## src/rtl/load_store_unit.sv

```systemverilog
// RV32I data-memory access stage: word-wide BlockRam loads, stores and
// read-modify-write sub-word stores, with little-endian lane extraction.
module load_store_unit #(
    parameter int unsigned ADDRESS_WIDTH = 16
) (
    input  logic                     clock,
    input  logic                     reset,
    input  logic                     req_valid,
    output logic                     req_ready,
    input  logic                     req_is_store,
    input  logic [2:0]               req_funct3,
    input  logic [31:0]              req_address,
    input  logic [31:0]              req_store_data,
    output logic                     resp_valid,
    output logic [31:0]              resp_load_data,
    output logic                     resp_misaligned,
    output logic [ADDRESS_WIDTH-3:0] ram_address,
    output logic                     ram_write,
    output logic [31:0]              ram_write_data,
    input  logic [31:0]              ram_read_data
);

    localparam int unsigned WORD_AW = ADDRESS_WIDTH - 2;

    typedef enum logic [2:0] {
        IDLE, LD_ADDR, LD_DATA, ST_WRITE, RMW_ADDR, RMW_MERGE, RMW_WRITE, RESP
    } state_e;

    state_e               state_q, state_d;
    logic                 ready_q, ready_d;
    logic                 resp_valid_q, resp_valid_d;
    logic                 resp_mis_q, resp_mis_d;
    logic [31:0]          resp_data_q, resp_data_d;
    logic [WORD_AW-1:0]   ram_addr_q, ram_addr_d;
    logic                 ram_write_q, ram_write_d;
    logic [31:0]          ram_wdata_q, ram_wdata_d;
    logic [2:0]           funct3_q, funct3_d;
    logic [1:0]           lane_q, lane_d;
    logic [15:0]          st_data_q, st_data_d;

    logic                 illegal_c, misaligned_c;
    logic [7:0]           rd_byte_c;
    logic [15:0]          rd_half_c;
    logic [31:0]          load_ext_c, merged_c;
    logic                 unused_addr_bits;

    assign unused_addr_bits = ^req_address[31:ADDRESS_WIDTH];

    // Request classification; legality of the width depends on direction
    always_comb begin
        illegal_c    = 1'b0;
        misaligned_c = 1'b0;
        if (req_is_store) begin
            illegal_c = (req_funct3 >= 3'b011);
        end else begin
            illegal_c = (req_funct3 == 3'b011) || (req_funct3 == 3'b110) ||
                        (req_funct3 == 3'b111);
        end
        if (req_funct3[1:0] == 2'b01) begin
            misaligned_c = req_address[0];
        end else if (req_funct3[1:0] == 2'b10) begin
            misaligned_c = (req_address[1:0] != 2'b00);
        end
    end

    assign rd_byte_c = ram_read_data[{lane_q, 3'b000} +: 8];
    assign rd_half_c = lane_q[1] ? ram_read_data[31:16] : ram_read_data[15:0];

    // Load extension and sub-word store merge from the RAM read word
    always_comb begin
        load_ext_c = ram_read_data;
        merged_c   = ram_read_data;
        case (funct3_q)
            3'b000:  load_ext_c = {{24{rd_byte_c[7]}}, rd_byte_c};
            3'b001:  load_ext_c = {{16{rd_half_c[15]}}, rd_half_c};
            3'b100:  load_ext_c = {24'h0, rd_byte_c};
            3'b101:  load_ext_c = {16'h0, rd_half_c};
            default: load_ext_c = ram_read_data;
        endcase
        if (funct3_q[0]) begin
            merged_c[{lane_q[1], 4'b0000} +: 16] = st_data_q;
        end else begin
            merged_c[{lane_q, 3'b000} +: 8] = st_data_q[7:0];
        end
    end

    always_comb begin
        state_d      = state_q;
        resp_valid_d = 1'b0;
        resp_mis_d   = 1'b0;
        resp_data_d  = '0;
        ram_write_d  = 1'b0;
        ram_addr_d   = ram_addr_q;
        ram_wdata_d  = ram_wdata_q;
        funct3_d     = funct3_q;
        lane_d       = lane_q;
        st_data_d    = st_data_q;
        case (state_q)
            IDLE: begin
                if (req_valid && ready_q) begin
                    funct3_d  = req_funct3;
                    lane_d    = req_address[1:0];
                    st_data_d = req_store_data[15:0];
                    if (illegal_c || misaligned_c) begin
                        state_d      = RESP;
                        resp_valid_d = 1'b1;
                        resp_mis_d   = 1'b1;
                    end else begin
                        ram_addr_d = req_address[ADDRESS_WIDTH-1:2];
                        if (!req_is_store) begin
                            state_d = LD_ADDR;
                        end else if (req_funct3 == 3'b010) begin
                            state_d     = ST_WRITE;
                            ram_write_d = 1'b1;
                            ram_wdata_d = req_store_data;
                        end else begin
                            state_d = RMW_ADDR;
                        end
                    end
                end
            end
            LD_ADDR:  state_d = LD_DATA;
            LD_DATA: begin
                state_d      = RESP;
                resp_valid_d = 1'b1;
                resp_data_d  = load_ext_c;
            end
            ST_WRITE: begin
                state_d      = RESP;
                resp_valid_d = 1'b1;
            end
            RMW_ADDR: state_d = RMW_MERGE;
            RMW_MERGE: begin
                state_d     = RMW_WRITE;
                ram_write_d = 1'b1;
                ram_wdata_d = merged_c;
            end
            RMW_WRITE: begin
                state_d      = RESP;
                resp_valid_d = 1'b1;
            end
            RESP:     state_d = IDLE;
            default:  state_d = IDLE;
        endcase
        ready_d = (state_d == IDLE);
    end

    always_ff @(posedge clock) begin
        if (reset) begin
            state_q      <= IDLE;
            ready_q      <= 1'b1;
            resp_valid_q <= 1'b0;
            resp_mis_q   <= 1'b0;
            resp_data_q  <= '0;
            ram_addr_q   <= '0;
            ram_write_q  <= 1'b0;
            ram_wdata_q  <= '0;
            funct3_q     <= '0;
            lane_q       <= '0;
            st_data_q    <= '0;
        end else begin
            state_q      <= state_d;
            ready_q      <= ready_d;
            resp_valid_q <= resp_valid_d;
            resp_mis_q   <= resp_mis_d;
            resp_data_q  <= resp_data_d;
            ram_addr_q   <= ram_addr_d;
            ram_write_q  <= ram_write_d;
            ram_wdata_q  <= ram_wdata_d;
            funct3_q     <= funct3_d;
            lane_q       <= lane_d;
            st_data_q    <= st_data_d;
        end
    end

    assign req_ready       = ready_q;
    assign resp_valid      = resp_valid_q;
    assign resp_misaligned = resp_mis_q;
    assign resp_load_data  = resp_data_q;
    assign ram_address     = ram_addr_q;
    assign ram_write       = ram_write_q;
    assign ram_write_data  = ram_wdata_q;

endmodule

```

## config.mk

```make
export PLATFORM = sky130hd
export DESIGN_NAME = load_store_unit
export DESIGN_NICKNAME = d
export VERILOG_FILES = /design/src/rtl/load_store_unit.sv
export SDC_FILE = /design/constraint.sdc
export NUM_CORES = 1
export LEC_CHECK = 0
export CAP_MARGIN = 20
export CORE_MARGIN = 2
export CORE_UTILIZATION = 55
export CTS_CLUSTER_DIAMETER = 80
export DETAILED_ROUTE_END_ITERATION = 12
export DONT_BUFFER_PORTS = 1
export PLACE_DENSITY = 0.8
export SLEW_MARGIN = 0
export SYNTH_ARGS = -nofsm -noshare
export SYNTH_HDL_FRONTEND = slang
export SYNTH_SLANG_ARGS = --single-unit
```

## constraint.sdc

```tcl
create_clock -name clock -period 2.9 [get_ports clock]
set_input_delay 0.58 -clock clock [delete_from_list [all_inputs] [get_ports clock]]
set_output_delay 0.58 -clock clock [all_outputs]
set_load 0.05 [all_outputs]
```

==> results.cfg, run 1 <==
[worst_setup_path]
r2r_setup_slack_ps = 600
r2r_cells = 4
cp.arrival_ps = 2580
crit_required_ps = 3190
critPathCaptureType = flop
criticalPathCategory = flop to flop
critPathMaxFanout = 16
start_kind = flop

[global_routing]
grt_max_degree = 60
grt_pass1_vias = 4688
grt_pass1_wl_um = 24800
antenna_found_initial = 0
grt_usage_pct = 28.6
globalRouteOverflowTotal = 0

[synthesis]
synth.distinct_cells = 51
synth_top_area_share_pct = 38.8
yosysMostFrequentCell = dfxtp_1
ys_ff_latch = 106
synth_area_leaders = dfxtp_1 (39%), mux2i_1 (8.6%), a21oi_1 (6.5%)
yosysTopAreaCell = dfxtp_1
synth-edff-count = 0
synth_area_per_cell_um2 = 8.81
synthTopCellsByCount = dfxtp_1 (106), nand2_1 (81), a21oi_1 (71)
yosysSeqAreaShare_pct = 38.8
syn_inst = 620
async_reset_ff_share_pct = 0
syn_nets = 728
ys.warnings.count = 0
netlist_area_um2 = 5460
synth_ff_type = dfxtp_1

[floorplanning]
ioPinCount = 185
coreArea_um2 = 9730
dieArea_um2 = 10700
die_h_um = 104
rows = 36
floorplan.initialDensity_pct = 56.2
die_width_um = 104

[timing]
setup_viol = 0
worst-slew-pin-transition_ps = 838
slew_headroom_pct = 44.2
drv_slew = 0
rsz0062_at_grt = no
clock_skew_ps = 10.9
max_clock_freq_mhz = 435
hold_viol = 0
period_share_pct = 79.3
finalCriticalPeriod_ps = 2300
whs_ps = 253
tns_ps = 0

[route]
totalWireLength_um = 15700
wl_per_cell_um = 21.6
first_iter_violations = 514
via_count = 4876
route.detailed.drc = 0
dr.pass1.iters = 5
via_per_inst = 6.68
postRouteAntennaNets = 0

[clocking]
cts_made_buffers = 9
insertion_delay_ps = 380
clkSlewWorstSetupHoldPaths_ps = 110
hold_buffers = 0
clock_path_buffers = 2
cts_max_level = 3
clock-sinks = 106
cts_tree = done
cts_resized = 0
postCtsSetupBuffers = 0
clock-root-buffer = clkbuf_8

[final_layout]
final_nets = 700
fin_cells = 730
fillers = 863
drive_gt1_share_pct = 9.55
diodes = 0
syn_to_final_growth_pct = 4.40

[hold_path]
hold_depth = 1
min_path_type = input port to flop

[place]
placed_cells = 714
gp_congestion = 0.903
dp.final_hpwl_um = 11200
port_buffers = 0

[power]
power_density_nw_per_um2 = 828
p_leak_nw = 2.09
irDropWorstVdd_v = 0.000537
total_power_mw = 4.72

[flow_run]
max_cap_viol_count = 0

[outcome]
status = complete, no violations
flip-flops by register name, indices dropped and copies added, names as in the netlist:
name	flops
req_ready	1
resp_misaligned	1
lane_q	2
resp_load_data	32
ram_write_data	32
ram_write	1
funct3_q	3
st_data_q	16
state_q	3
ram_address	14
resp_valid	1
critical path: stages, from the launching register on:
cell       delay, ps
dfxtp_1          390
nand4bb_1        350
nor3b_1          460
nand2_1          550
a221oi_1         450
power by group:
group	internal, mW	leakage (nW)	switching [mW]
clock	0.337	0.0986	0.568
combinational	0.531	1.13	0.813
sequential	1.69	0.860	0.782
layout make-up:
type / count / area [µm²] / area share [%]
clock buffers: 9 / 124 / 2.17
clock inverters: 7 / 66.3 / 1.16
inverters: 14 / 52.6 / 0.921
multi-input cells: 444 / 3040 / 53.3
flip-flops and latches: 106 / 2120 / 37.2
well taps: 133 / 166 / 2.92
repair buffers: 17 / 128 / 2.24
cells by family (layout without fill, tap and decap cells):
| family | after synthesis | in the layout | share of synthesized area (%) |
|---|---|---|---|
| flops | 106 | 106 | 38.8 |
| fa+ha+maj | 5 | 5 | 1.14 |
| buf+inv | 70 | 47 | 5.52 |
| simple gates | 192 | 192 | 16.6 |
| mux | 64 | 64 | 12.1 |
| compound gates | 183 | 183 | 25.8 |
cell usage in the layout, fill, tap and decap left out, types with 2 or more instances in the layout:
master	synthesis	layout
a21o_1	8	8
nor2_1	40	39
mux2_1	16	16
dfxtp_1	106	104
inv_1	12	12
or2_2	4	4
nor3b_1	2	2
and3_1	16	16
o211ai_1	2	2
or2_1	4	4
inv_8	0	2
nor3_1	8	8
mux2i_1	47	47
nand2_1	81	81
buf_4	2	17
inv_6	0	3
nand2b_1	9	9
inv_2	2	2
o221ai_1	16	16
nor4b_1	2	2
clkinv_4	0	2
ha_1	5	5
a221oi_1	15	15
o41ai_1	2	2
a22oi_1	16	16
clkbuf_8	0	9
or3_1	7	7
a221oi_2	10	10
a21oi_1	71	71
nand3_1	9	9
dfxtp_2	0	2
a21oi_2	2	2
a221o_1	33	33
nand3b_1	2	2
layer usage:
metal	up-vias	GRT usage [%]	part of all wire (%)
li1	2236	-	-
met1	2284	35.6	39
met2	316	46.4	46
met3	40	9.06	12
met4	0	10.7	2.9
met5	-	0	0
metrics by stage:
step | setup slack, ps | area (µm²) | util (%)
after floorplan | 703 | 5460 | -
after global placement | 518 | 5510 | 56.7
after detailed placement | 449 | 5510 | 56.7
after CTS | 538 | 5700 | 58.6
after global routing | 323 | 5700 | 58.6
final | 602 | 5700 | 58.6
final timing paths:
kind	to	from
max	ram_write_data[9]	state_q[2]
min	ram_address[13]	reset
max reg2reg	ram_write_data[9]	state_q[2]
min reg2reg	st_data_q[13]	st_data_q[13]
Power figures use the tool's default switching activity.
==> run 2, diff against run 1 <==
- clock period: 2.9 -> 2.15 ns (I/O delays scaled with it)
==> run 2 against run 1 <==
  * Non-clock buffer count grew 6
  * Sequential power grew 35%
  * Clock power increased by 48%
  * Wire length increased by 0.59%
  * Combinational power rose by 43%
  * First-iteration DRC count up 2.1%
  * Power up 39%
==> results.cfg, run 2 (synthesis gave the netlist of run 1 again) <==
[outcome]
status = complete, no violations

[final_layout]
seq_area_um2 = 2120
multi_input_area_um2 = 3060
drive_gt1_share_pct = 10.8
syn_to_final_growth_pct = 7.10
diodes = 0
fillers = 827
layout_common_cells = dfxtp_1 (104), nand2_1 (81), a21oi_1 (71)
final_nets = 706
layout_commonest_cell = dfxtp_1
fin_cells = 736

[clocking]
clock-root-buffer = clkbuf_8
hold_buffers = 0
clock_path_buffers = 2
clkSlewWorstSetupHoldPaths_ps = 110
cts_made_buffers = 9
cts_tree = done
insertion_delay_ps = 390
clock-sinks = 106
cts_max_level = 3

[global_routing]
grt_pass1_vias = 4749
grt_usage_pct = 28.8
globalRouteOverflowTotal = 0
antenna_found_initial = 0
grt_pass1_wl_um = 24800
grt_max_degree = 60

[worst_setup_path]
cpPeakStageDelay_ps = 380
critPathBufInv = 1
critPathCaptureType = flop
critPathMaxFanout = 8
cp.arrival_ps = 2260
crit_chain = inv_1 > ha_1 > and4b_1 > a221o_1 > a22oi_1 > a221oi_2
reg2reg_to = ram_write_data[15]
r2r_cells = 6
crit_family = compound AO/OA/AOI/OAI gates
cp.depth = 6
criticalPathCategory = flop to flop
worst_path_max_delay_cell = ha_1
crit_path_start = lane_q[0]
endpoint = ram_write_data[15]
crit_required_ps = 2420
r2r_start = lane_q[0]
r2r_setup_slack_ps = 170
start_kind = flop

[timing]
clock_skew_ps = 10.8
slew_headroom_pct = 63.3
period_share_pct = 92.3
fin_ws_ps = 166
finalCriticalPeriod_ps = 1980
rsz0062_at_grt = no
worst-slew-pin-transition_ps = 537
max_clock_freq_mhz = 504
hold_viol = 0
tns_ps = 0
setup_viol = 0
whs_ps = 90.4
drv_slew = 0

[route]
wl_per_cell_um = 21.5
via_per_inst = 6.73
first_iter_violations = 525
dr.pass1.iters = 7
via_count = 4953
postRouteAntennaNets = 0
totalWireLength_um = 15800
route.detailed.drc = 0

[floorplanning]
floorplan.initialDensity_pct = 56.2
coreArea_um2 = 9730
die_h_um = 104
rows = 36
ioPinCount = 185
dieArea_um2 = 10700
die_width_um = 104

[hold_path]
min_path_type = input port to flop
hp-start = reset

[power]
irDropWorstVdd_v = 0.000625
power_density_nw_per_um2 = 1130
p_leak_nw = 2.15

[place]
dp.final_hpwl_um = 11300
gp_congestion = 0.978
dp_slack_ps = 63.1
port_buffers = 0
placed_cells = 719

[flow_run]
max_cap_viol_count = 0
## run 2: cell count changes in the layout (fill, tap and decap cells not counted)
cell       before  now
nor4b_4         0    1
inv_6           3    2
bufinv_16       0    1
nor4b_1         2    0
buf_4          17   18
buf_8           0    1
clkinv_4        2    1
nor4b_2         0    1
buf_12          0    4
inv_8           2    3
## run 2: final cells by class
cell class	instances	area share [%]
multi-input cells	444	52.4
clock inverters	7	1.54
inverters	14	0.898
clock buffers	9	2.12
repair buffers	23	3.93
well taps	133	2.84
flip-flops and latches	106	36.3
## run 2: worst min path at each step
stage	end	cells after the start
after floorplan	st_data_q[10]	2
after global placement	st_data_q[13]	2
after detailed placement	st_data_q[13]	2
after CTS	lane_q[1]	1
after global routing	ram_address[7]	1
final	ram_address[13]	1
## run 2: worst register-to-register path, delay by kind of cell, from the launching register on
family | cells | cell delay, ps
compound gates | 3 | 710
fa+ha+maj | 1 | 380
buf+inv | 1 | 110
flops | 1 | 360
simple gates | 1 | 300
## run 2: layer usage
layer  part of all wire [%]  track usage [%]  up-vias
li1                       -                -     2256
met1                     38             34.9     2331
met2                     47             46.8      325
met3                     12             9.69       41
met4                    2.9             12.4        0
met5                      0                0        -
## run 2: timing repair
item	4_1_cts	5_1_grt
setup endpoints to repair	0	2
setup buffers	0	0
gates resized for setup	0	1
## run 2: per-stage QoR
| step | cell area [µm²] | util [%] | power (mW) |
|---|---|---|---|
| finish | 5850 | 60.1 | 6.59 |
| global route | 5850 | 60.1 | 6.88 |
| CTS | 5830 | 59.9 | 6.54 |
| detailed placement | 5610 | 57.7 | 5.22 |
| global placement | 5610 | 57.7 | 5.14 |
| floorplan | 5480 | - | 4.72 |
## run 2: power by group
part | total (mW) | switching (mW) | internal [mW]
Clock | 1.34 | 0.771 | 0.573
Combinational | 1.91 | 1.12 | 0.791
Sequential | 3.33 | 1.04 | 2.28
Total | 6.59 | 2.94 | 3.65
